### src/rtl/bin_to_bcd_converter.sv
// Sequential binary-to-BCD converter using shift-add-3 (double dabble), one bit per clock.
// Optional leading-zero blanking of digit_blank is enabled by defining BCD_LEADING_ZERO_BLANK_EN.
module bin_to_bcd_converter #(
  parameter int BIN_WIDTH = 12,
  parameter int DIGITS    = 4
) (
  input  logic                  clk,
  input  logic                  reset,
  input  logic                  start,
  input  logic [BIN_WIDTH-1:0]  bin_in,
  output logic [4*DIGITS-1:0]   bcd_out,
  output logic [DIGITS-1:0]     digit_blank,
  output logic                  busy,
  output logic                  done,
  output logic                  valid
);

  localparam int SR_W  = DIGITS * 4 + BIN_WIDTH;
  localparam int CNT_W = $clog2(BIN_WIDTH + 1);

  typedef enum logic {
    IDLE,
    SHIFT
  } state_t;

  state_t              state, state_d;
  logic [SR_W-1:0]     sr, sr_d, sr_adj;
  logic [CNT_W-1:0]    cnt, cnt_d;
  logic [4*DIGITS-1:0] bcd_d;
  logic                busy_d, done_d, valid_d;

`ifdef BCD_LEADING_ZERO_BLANK_EN
  logic [DIGITS-1:0]   blank_d;

  // A digit is blanked when it and every more significant digit are zero; units never blank.
  function automatic logic [DIGITS-1:0] blank_of(input logic [4*DIGITS-1:0] bcd);
    logic zero_above;
    zero_above = 1'b1;
    blank_of   = '0;
    for (int i = DIGITS - 1; i >= 1; i--) begin
      zero_above  = zero_above & (bcd[4*i +: 4] == 4'd0);
      blank_of[i] = zero_above;
    end
  endfunction
`endif

  // Add-3 correction on every BCD nibble sitting above the binary part of the register.
  always_comb begin
    sr_adj = sr;
    for (int i = 0; i < DIGITS; i++) begin
      if (sr[BIN_WIDTH + 4*i +: 4] >= 4'd5) begin
        sr_adj[BIN_WIDTH + 4*i +: 4] = sr[BIN_WIDTH + 4*i +: 4] + 4'd3;
      end
    end
  end

  // NOTE: every signal driven here gets a default first, so no path leaves one unassigned and no latch is inferred.
  always_comb begin
    state_d = state;
    sr_d    = sr;
    cnt_d   = cnt;
    bcd_d   = bcd_out;
    busy_d  = busy;
    done_d  = 1'b0;
    valid_d = valid;
`ifdef BCD_LEADING_ZERO_BLANK_EN
    blank_d = digit_blank;
`endif
    case (state)
      IDLE: begin
        if (start) begin
          sr_d    = {{(4*DIGITS){1'b0}}, bin_in};
          cnt_d   = '0;
          state_d = SHIFT;
          busy_d  = 1'b1;
        end
      end
      SHIFT: begin
        sr_d  = sr_adj << 1;
        cnt_d = cnt + 1'b1;
        if (cnt == CNT_W'(BIN_WIDTH - 1)) begin
          state_d = IDLE;
          busy_d  = 1'b0;
          done_d  = 1'b1;
          valid_d = 1'b1;
          bcd_d   = sr_d[SR_W-1 -: 4*DIGITS];
`ifdef BCD_LEADING_ZERO_BLANK_EN
          blank_d = blank_of(bcd_d);
`endif
        end
      end
      default: state_d = IDLE;
    endcase
  end

  // NOTE: sequential state uses non-blocking assignments so every register samples pre-edge values.
  always_ff @(posedge clk or negedge reset) begin
    if (!reset) begin
      state   <= IDLE;
      sr      <= '0;
      cnt     <= '0;
      bcd_out <= '0;
      busy    <= 1'b0;
      done    <= 1'b0;
      valid   <= 1'b0;
    end else begin
      state   <= state_d;
      sr      <= sr_d;
      cnt     <= cnt_d;
      bcd_out <= bcd_d;
      busy    <= busy_d;
      done    <= done_d;
      valid   <= valid_d;
    end
  end

`ifdef BCD_LEADING_ZERO_BLANK_EN
  always_ff @(posedge clk or negedge reset) begin
    if (!reset) begin
      digit_blank <= '0;
    end else begin
      digit_blank <= blank_d;
    end
  end
`else
  assign digit_blank = '0;
`endif

endmodule

### config.mk
export PLATFORM = sky130hd
export DESIGN_NAME = bin_to_bcd_converter
export DESIGN_NICKNAME = d
export VERILOG_FILES = /design/src/rtl/bin_to_bcd_converter.sv
export SDC_FILE = /design/constraint.sdc
export NUM_CORES = 1
export LEC_CHECK = 0
export ABC_AREA = 1
export CAP_MARGIN = 20
export CORE_ASPECT_RATIO = 1.4
export CORE_UTILIZATION = 39
export DETAILED_ROUTE_END_ITERATION = 6
export SETUP_SLACK_MARGIN = 0.5
export SYNTH_ARGS = -nofsm -noshare
export SYNTH_HDL_FRONTEND = slang
export SYNTH_SLANG_ARGS = --single-unit
### constraint.sdc
create_clock -name clk -period 2.8 [get_ports clk]
set_clock_uncertainty 0.1 [all_clocks]
set_input_delay 0.42 -clock clk [delete_from_list [all_inputs] [get_ports clk]]
set_output_delay 0.42 -clock clk [all_outputs]
set_load 0.02 [all_outputs]
==> results_dict.tcl, run 1 <==
set metrics [dict create \
    numPortBuffers 33 \
    grt_pass1_vias 1838 \
    cts_setup_buffers 0 \
    worst_r2r_startpoint "cnt[0]" \
    max_freq_mhz 500 \
    dieArea_um2 6630 \
    critPathSlowestCell "dfrtp_1" \
    pwr-share-seq_pct 36.2 \
    syn_area_um2 2460 \
    crit_arrival_ns 2.10 \
    crit_fanout 22 \
    start_util_pct 41.0 \
    post_cts_resized 0 \
    yosysTopAreaCellShare_pct 53.0 \
    die_w_um 69.1 \
    avgSynthCellArea_um2 8.62 \
    finalNetCount 343 \
    antenna_found_initial 0 \
    cts-buffers-inserted 5 \
    min_period_ns 2.00 \
    drtIter0Drc 129 \
    startpoint_type "flop" \
    ff2ff_path_depth 6 \
    intPower_mw 2.17 \
    dp_cells 382 \
    fin_cells 390 \
    worst_hold_path_type "in -> async" \
    worstSkewPairLatency_ns 0.30 \
    power_switching_mw 1.42 \
    hold_viol_final 0 \
    io_pins 38 \
    drc 0 \
    tightest_slew_ns 0.655 \
    fin_tns_setup_ns 0 \
    power_density_nw_per_um2 1200 \
    drive_above_1_share_pct 5.94 \
    cts_sinks 52 \
    cap_viol_max_count 0 \
    synth_edf_count 0 \
    grt_max_degree 53 \
    clk_path_buf_depth 2 \
    postRouteAntennaNets 0 \
    ys_warn_count 0 \
    critPathKind "reg -> reg" \
    dp_hpwl_um 3370 \
    power.share.clock_pct 19.3 \
    async_reset_ff_share_pct 100 \
    row_count 33 \
    clock-root-buffer "clkbuf_8" \
    pwr-share-comb_pct 44.5 \
    grt_setup_unrepaired "false" \
    place_congestion 0.864 \
    status "finished clean" \
    ys_types 25 \
    cts_hold_buf 0 \
    fin_crit_sh_pct 71.4 \
    setup_viol 0 \
    fp.dieH_um 95.9 \
    irDropWorstVdd_uv 467 \
    slew_headroom_pct 56.4 \
    drt-total-wl_um 4880 \
    cp_slowest_stage_delay_ns 0.42 \
    grt.total_usage_pct 16.3 \
    yosys.area.top_type "dfrtp_1" \
    grt_pass1_wl_um 8520 \
    num_vias 1929 \
    firstDrtPassIters 4 \
    vias_per_cell 4.95 \
    finalPower_mw 3.59 \
    netlist_instances 285 \
    h-tree-depth 2 \
    drv_slew 0 \
    utilization_pct 49.8 \
    grt-ovfl-total 0 \
    rrSetupSlack_ns 0.80 \
    endpoint_kind "flop" \
    path_cells "ha_1, nand2_4, nor2_4, nand2_2, clkinv_2, or2_2" \
    synth_area_leaders "dfrtp_1 (53%), nand2_1 (15%), nand3_1 (6.7%), ha_1 (4.6%), inv_1 (4.1%)" \
    syn_to_final_growth_pct 21.3 \
    cts_tree "done" \
    path_clk_slew_ns 0.10 \
    ys_seq_area_share_pct 53.0 \
    worstPathRequired_ns 2.90 \
    rr_endpoint "valid" \
    diodes 0 \
    p_sw_share_pct 39.6 \
    synth-main-ff-cell "dfrtp_1" \
    core_area_um2 5990 \
    ys_seq_elements 52 \
    p_leak_nw 1.46 \
    wl_per_cell_um 12.5 \
]
-- power by group through the flow --
stage,Sequential [mW],Combinational [mW],Clock (mW)
6_report,1.30,1.60,0.693
5_1_grt,1.34,1.83,0.742
4_1_cts,1.30,1.63,0.712
3_5_place_dp,1.32,1.62,0
3_3_place_gp,1.31,1.61,0
2_1_floorplan,1.41,0.998,0
-- cells in the mapped netlist, types with 4 or more instances --
cell	n
nand2_1	96
dfrtp_1	52
nand3_1	33
inv_1	27
o21ai_0	11
ha_1	9
nand4_1	9
nor2_1	8
buf_2	5
buf_4	5
o221ai_1	5
o22ai_1	5
o211ai_1	4
o21ai_1	4
-- area by class of cell --
class	count	area (um^2)
Fill cell	565	3010
Sequential cell	52	1300
Multi-Input combinational cell	194	968
Timing Repair Buffer	37	355
Inverter	29	110
Clock inverter	3	90.1
Tap cell	70	87.6
Clock buffer	5	68.8
-- registers in the layout (all words and copies together), names as in the netlist --
name     count
sr          28
bcd_out     16
cnt          4
busy         1
done         1
state        1
valid        1
-- metal layers --
layer  up-vias  share of wire, %  track usage [%]  wire (um)
met5         -                 0                0          0
met4         0               1.3             5.61         63
met3         5               2.5             2.83        120
met2        30                50             29.0       2460
met1       895                46             20.0       2230
li1        999                 -                -          -
-- worst max-delay path, delay by kind of cell (launching register included) --
family,cells,cell delay [ns]
AND/OR/NAND/NOR,4,0.80
flip-flops,1,0.42
buffers and inverters,1,0.33
adder cells (fa/ha/maj),1,0.24
-- metrics by stage --
stage | worst slack [ns] | area [um^2] | hold slack, ns
6_report | 0.802 | 2980 | 0.119
5_1_grt | 0.644 | 2980 | 0.185
4_1_cts | 0.744 | 2980 | 0.151
3_5_place_dp | 0.745 | 2820 | 0.366
3_3_place_gp | 0.806 | 2820 | 0.360
2_1_floorplan | 1.42 | 2470 | 0.0244
-- worst max-delay path by stage --
stage	end	startpoint	cells after the start	slack, ns
after floorplan	valid	cnt[0]	6	1.42
after global placement	valid	cnt[0]	6	0.81
after detailed placement	valid	cnt[0]	6	0.75
after CTS	valid	cnt[0]	6	0.74
after global routing	valid	cnt[0]	6	0.64
final	valid	cnt[0]	6	0.80
-- placed cells by master (no fill, tap or decap), drive strengths merged --
master and instances:
a21oi 1, a22o 1, buf 5, bufinv 3, clkbuf 5, clkdlybuf4s50 32
clkinv 1, conb 4, dfrtp 52, ha 9, inv 28, nand2 98
nand3 33, nand4 9, nor2 9, o211ai 4, o21ai 15, o221ai 5
o22ai 5, or2 1
-- cell families (layout without fill, tap and decap cells) --
| kind of cell | after synthesis | count (layout) | share of synthesized area (%) |
|---|---|---|---|
| and+or+nand+nor | 150 | 150 | 26.3 |
| DFF | 52 | 52 | 53.0 |
| buffers and inverters | 42 | 74 | 8.10 |
| AOI/OAI and AO/OA | 31 | 31 | 7.89 |
| adders and majority gates | 9 | 9 | 4.58 |
| other | 1 | 4 | 0.153 |
Power figures use the tool's default switching activity.
==> run 2, diff against run 1 <==
Clock period 2.8 ns to 1.9 ns, I/O delays scaled along.
==> run 2 against run 1 <==
Net effect:
- non-clock buffer count grew 21
- global-route usage grew 0.97 points
- largest power group unchanged
- core utilization is 4.6 points higher
- wire length rose by 13%
- critical path type unchanged
==> results_dict.tcl, run 2 (synthesis results as in run 1) <==
set metrics [dict create \
    cts-buffers-inserted 5 \
    finalNetCount 365 \
    antenna_found_initial 0 \
    grt_pass1_wl_um 9120 \
    core_area_um2 5990 \
    start_util_pct 41.0 \
    max_freq_mhz 733 \
    finalInstanceArea_um2 3260 \
    status "finished clean" \
    cts_sinks 52 \
    p_leak_nw 1.57 \
    min_period_ns 1.36 \
    pwr-share-comb_pct 51.3 \
    clock-root-buffer "clkbuf_8" \
    path_depth 8 \
    path_cells "ha_2, nand2_4, nor2_4, nand2_2, clkinv_4, buf_12, nand3_1, nand2_1" \
    worst_r2r_startpoint "cnt[1]" \
    power_density_nw_per_um2 1740 \
    power.share.clock_pct 14.5 \
    cp_top_family "flip-flops" \
    rrSetupSlack_ns 0.54 \
    place_area_um2 2850 \
    row_count 33 \
    power_switching_mw 2.40 \
    drt-total-wl_um 5490 \
    largest_reg_flops 28 \
    grt_max_degree 53 \
    drc 0 \
    fp.dieH_um 95.9 \
    critPathSlowestCell "dfrtp_1" \
    dp_cells 384 \
    pwr-share-seq_pct 34.2 \
    cp_slowest_stage_delay_ns 0.40 \
    grt-ovfl-total 0 \
    numPortBuffers 33 \
    final_cell_mix "nand2_1 (81), dfrtp_1 (51), nand3_1 (24)" \
    io_pins 38 \
    top_regs "sr x28, bcd_out x16, cnt x4" \
    die_w_um 69.1 \
    place_congestion 0.857 \
    endpoint_kind "flop" \
    path_buf_inv 2 \
    startpoint_type "flop" \
    worst_hold_path_type "reg -> reg" \
    fin_tns_setup_ns 0 \
    grt.total_usage_pct 17.3 \
    grt_setup_unrepaired "true" \
    cts_tree "done" \
    grt_pass1_vias 2026 \
    fin_crit_sh_pct 71.8 \
    p_sw_share_pct 42.3 \
    ff2ff_path_depth 8 \
    syn_to_final_growth_pct 32.5 \
    drv_slew 0 \
    hold_viol_final 0 \
    clk_path_buf_depth 2 \
    cap_viol_max_count 0 \
    path_clk_slew_ns 0.09 \
    layout_commonest_cell "nand2_1" \
    diodes 0 \
    critPathKind "reg -> reg" \
    irDropWorstVdd_uv 782 \
    fillerInstances 577 \
    firstDrtPassIters 6 \
    crit_arrival_ns 1.46 \
    drtIter0Drc 128 \
    finalPower_mw 5.67 \
    drive_above_1_share_pct 28.7 \
    crit_fanout 11 \
    h-tree-depth 2 \
    vias_per_cell 5.04 \
    worstPathRequired_ns 2.00 \
    dp_hpwl_um 3430 \
    top_register "sr" \
    rr_endpoint "bcd_out[4]" \
    num_vias 2075 \
    worstSkewPairLatency_ns 0.30 \
    postRouteAntennaNets 0 \
    cp-startpoint "cnt[1]" \
    wl_per_cell_um 13.3 \
    fin_cells 412 \
    intPower_mw 3.27 \
    crit_path_end "bcd_out[4]" \
    setup_viol 0 \
    dieArea_um2 6630 \
]
==> run 2: changes by cell type in the layout (fill, tap and decap cells not counted), sizes merged <==
cell and delta:
bufinv -2, clkinvlp +2, dlygate4sd3 +1, clkbuf +16, inv -1, clkdlybuf4s15 +5, clkdlybuf4s50 -19, buf +20
==> run 2: how the worst min path moves through the flow <==
stage                      from          end  slack (ns)  depth (start not counted)
floorplan                 reset   bcd_out[0]       -0.11                          0
global placement          reset   bcd_out[8]        0.20                          2
detailed placement        reset   bcd_out[6]        0.20                          2
CTS                  bcd_out[4]   bcd_out[4]        0.39                          2
global route              reset   bcd_out[6]        0.41                          3
finish              bcd_out[14]  bcd_out[14]        0.38                          2
==> run 2: through the flow <==
step | hold WS (ns) | util, % | worst slack, ns
global placement | 0.203 | 47.6 | 0.317
finish | 0.379 | 54.4 | 0.536
floorplan | -0.111 | - | 0.523
global route | 0.406 | 54.4 | 0.464
detailed placement | 0.200 | 47.6 | 0.299
CTS | 0.386 | 51.5 | 0.475
==> run 2: per-layer routing <==
layer	vias up	track usage [%]	routed length, um
li1	1038	-	-
met1	978	20.2	2330
met2	53	32.1	2870
met3	6	3.14	204
met4	0	5.44	81
met5	-	0	0
==> run 2: area by class of cell <==
class                      count  area, um^2  share of cell area [%]
clock inverter                 1        30.0                   0.922
timing repair buffer          58         482                    14.8
tap                           70        87.6                    2.69
multi-input combinational    194        1130                    34.7
inverter                      29         120                    3.69
sequential                    52        1300                    40.0
clock buffer                   7        96.3                    2.96
timing repair inverter         1        7.51                   0.231
==> run 2: worst register-to-register path, delay by kind of cell (launching register included) <==
| kind | cells | cell delay (ns) |
|---|---|---|
| adder cells (fa/ha/maj) | 1 | 0.20 |
| buffers and inverters | 2 | 0.23 |
| flip-flops | 1 | 0.40 |
| AND/OR/NAND/NOR | 5 | 0.33 |
==> run 2: power by group through the flow <==
| stage | Sequential [mW] | Clock, mW | Combinational [mW] |
|---|---|---|---|
| floorplan | 2.08 | 0 | 1.47 |
| global placement | 1.93 | 0 | 2.33 |
| detailed placement | 1.94 | 0 | 2.39 |
| CTS | 1.91 | 0.849 | 2.46 |
| global route | 2.00 | 0.892 | 3.28 |
| finish | 1.94 | 0.821 | 2.91 |
==> run 2: timing repair <==
item,4_1_cts,5_1_grt
hold endpoints to repair,52,0
gates resized for setup,42,70
hold buffers,1,0
buffers inserted,7,11
pin swaps,0,23
setup endpoints to repair,57,61
cloned,1,0
==> run 3, diff against run 2 <==
Clock period 1.9 ns to 1.2 ns, I/O delays scaled along.
==> run 3 against run 2 <==
Net effect:
- the flow now finishes with violations (negative hold slack, negative setup slack)
- first-iteration DRC count shrank 40%
- die area is the same
- worst hold slack lost 0.64 ns
- setup slack lost 0.70 ns
- critical path depth shrank 1
- final cell count grew 5.8%
- flip-flop and latch count is the same
- combinational power grew 120%
- core utilization grew 8.6 points
- cell area grew 16%
- non-clock buffer count grew 25
==> results_dict.tcl, run 3 (synthesis results as in run 1) <==
set metrics [dict create \
    status "finished with violations" \
    violations "negative hold slack, negative setup slack" \
    dieArea_um2 6630 \
    grt-ovfl-total 0 \
    drc 0 \
    irDropWorstVdd_uv 1210 \
    hold_ws_ns -0.258 \
    wl_per_cell_um 13.6 \
    drtIter0Drc 77 \
    crit_arrival_ns 1.47 \
    drt-total-wl_um 5950 \
    dp_hpwl_um 3940 \
    postRouteAntennaNets 0 \
    clk_path_buf_depth 2 \
    grt_max_degree 53 \
    top_register "sr" \
    cts-buffers-inserted 5 \
    h-tree-depth 2 \
    grt_pass1_wl_um 9890 \
    power_density_nw_per_um2 2890 \
    layout_commonest_cell "nand2_1" \
    p_sw_share_pct 42.0 \
    io_pins 38 \
    fp.dieH_um 95.9 \
    intPower_mw 6.32 \
    row_count 33 \
    min_period_ns 1.37 \
    drv_slew 0 \
    finalWorstSetupSlack_ns -0.168 \
    worst_hold_path_type "in -> async" \
    setup_viol 34 \
    largest_reg_flops 28 \
    num_vias 2198 \
    antenna_found_initial 0 \
    cts_sinks 52 \
    cp_slowest_stage_delay_ns 0.44 \
    drive_above_1_share_pct 45.9 \
    path_cells "inv_2, ha_4, inv_2, nand2_4, nand4_1, nand3_2, nand2_1" \
    final_cell_mix "nand2_1 (77), buf_4 (44), dfrtp_1 (36)" \
    endpoint_kind "flop" \
    core_area_um2 5990 \
    crit_fanout 4 \
    cts_tree "done" \
    syn_to_final_growth_pct 53.6 \
    finalNetCount 389 \
    cp_common_cell "inv_2" \
    cap_viol_max_count 0 \
    pwr-share-seq_pct 29.7 \
    pwr-share-comb_pct 58.3 \
    hold_viol_final 52 \
    worstPathRequired_ns 1.30 \
    diodes 0 \
    p_leak_nw 1.81 \
    path_buf_inv 2 \
    cp_top_family "simple AND/OR/NAND/NOR gates" \
    grt.total_usage_pct 18.8 \
    fillerInstances 516 \
    top_regs "sr x28, bcd_out x16, cnt x4" \
    start_util_pct 41.0 \
    post-place-ws_ns -0.161 \
    fin_crit_sh_pct 114 \
    rrSetupSlack_ns -0.17 \
    power_switching_mw 4.57 \
    power.share.clock_pct 12.0 \
    critPathSlowestCell "dfrtp_1" \
    grt_setup_unrepaired "true" \
    grt_pass1_vias 2241 \
    firstDrtPassIters 4 \
    vias_per_cell 5.04 \
    clock-root-buffer "clkbuf_8" \
    worstSkewPairLatency_ns 0.30 \
    fin_tns_setup_ns -3.25 \
    path_clk_slew_ns 0.09 \
    place_congestion 0.788 \
    die_w_um 69.1 \
    startpoint_type "flop" \
    critPathKind "reg -> reg" \
    max_freq_mhz 731 \
    numPortBuffers 33 \
    finalPower_mw 10.9 \
]
[run 3: final cells by class]
type	instances	area, um^2	share of cell area (%)
Clock buffer	7	96.3	2.55
Inverter	29	131	3.48
Timing Repair Buffer	83	764	20.3
Tap cell	70	87.6	2.32
Multi-Input combinational cell	194	1340	35.6
Clock inverter	1	30.0	0.796
Sequential cell	52	1320	35.0
[run 3: path summary, 6_finish.rpt]
kind / start / to / depth (start not counted)
worst max-delay path: sr[20] / sr[21] / 7
worst min-delay path: reset / done / 2
worst max register to register: sr[20] / sr[21] / 7
worst min register to register: sr[1] / sr[2] / 2
max in group asynchronous: reset / bcd_out[13] / 2
min in group clk: bin_in[0] / sr[0] / 3
[run 3: worst reg2reg max path, cell delays in order (launching register included)]
cell and delay (ns):
dfrtp_1 0.44, inv_2 0.10, ha_4 0.14, inv_2 0.04
nand2_4 0.09, nand4_1 0.17, nand3_2 0.13, nand2_1 0.06
[run 3: metrics by stage]
stage	hold WS (ns)	utilization, %	std cells	instance area (um^2)
after CTS	-0.238	59.5	427	3560
final	-0.258	63.0	436	3770
after floorplan	-0.216	-	288	2660
after global routing	-0.223	63.0	436	3770
after global placement	0.0971	53.4	407	3200
after detailed placement	0.0951	53.4	407	3200
[run 3: power by group through the flow]
stage,clock (mW),sequential [mW],combinational (mW)
after floorplan,0,3.39,2.76
after global placement,0,3.09,4.68
after detailed placement,0,3.12,4.78
after CTS,1.34,3.17,5.56
after global routing,1.40,3.33,6.99
final,1.30,3.24,6.35
[run 3: repair_timing]
item,CTS,global route
pin swaps,11,18
gates resized for setup,145,36
endpoints found under the setup margin,71,71
endpoints found under the hold margin,52,52
setup buffers,12,9
[run 3: metal layers]
metal  wire (um)  track usage [%]  vias to the layer above  part of all wire [%]
li1            -                -                     1089                     -
met2        3300             37.4                       46                    55
met4          73             5.78                        0                   1.2
met3         175             3.25                        9                   2.9
met5           0                0                        -                     0
met1        2400             20.2                     1054                    40
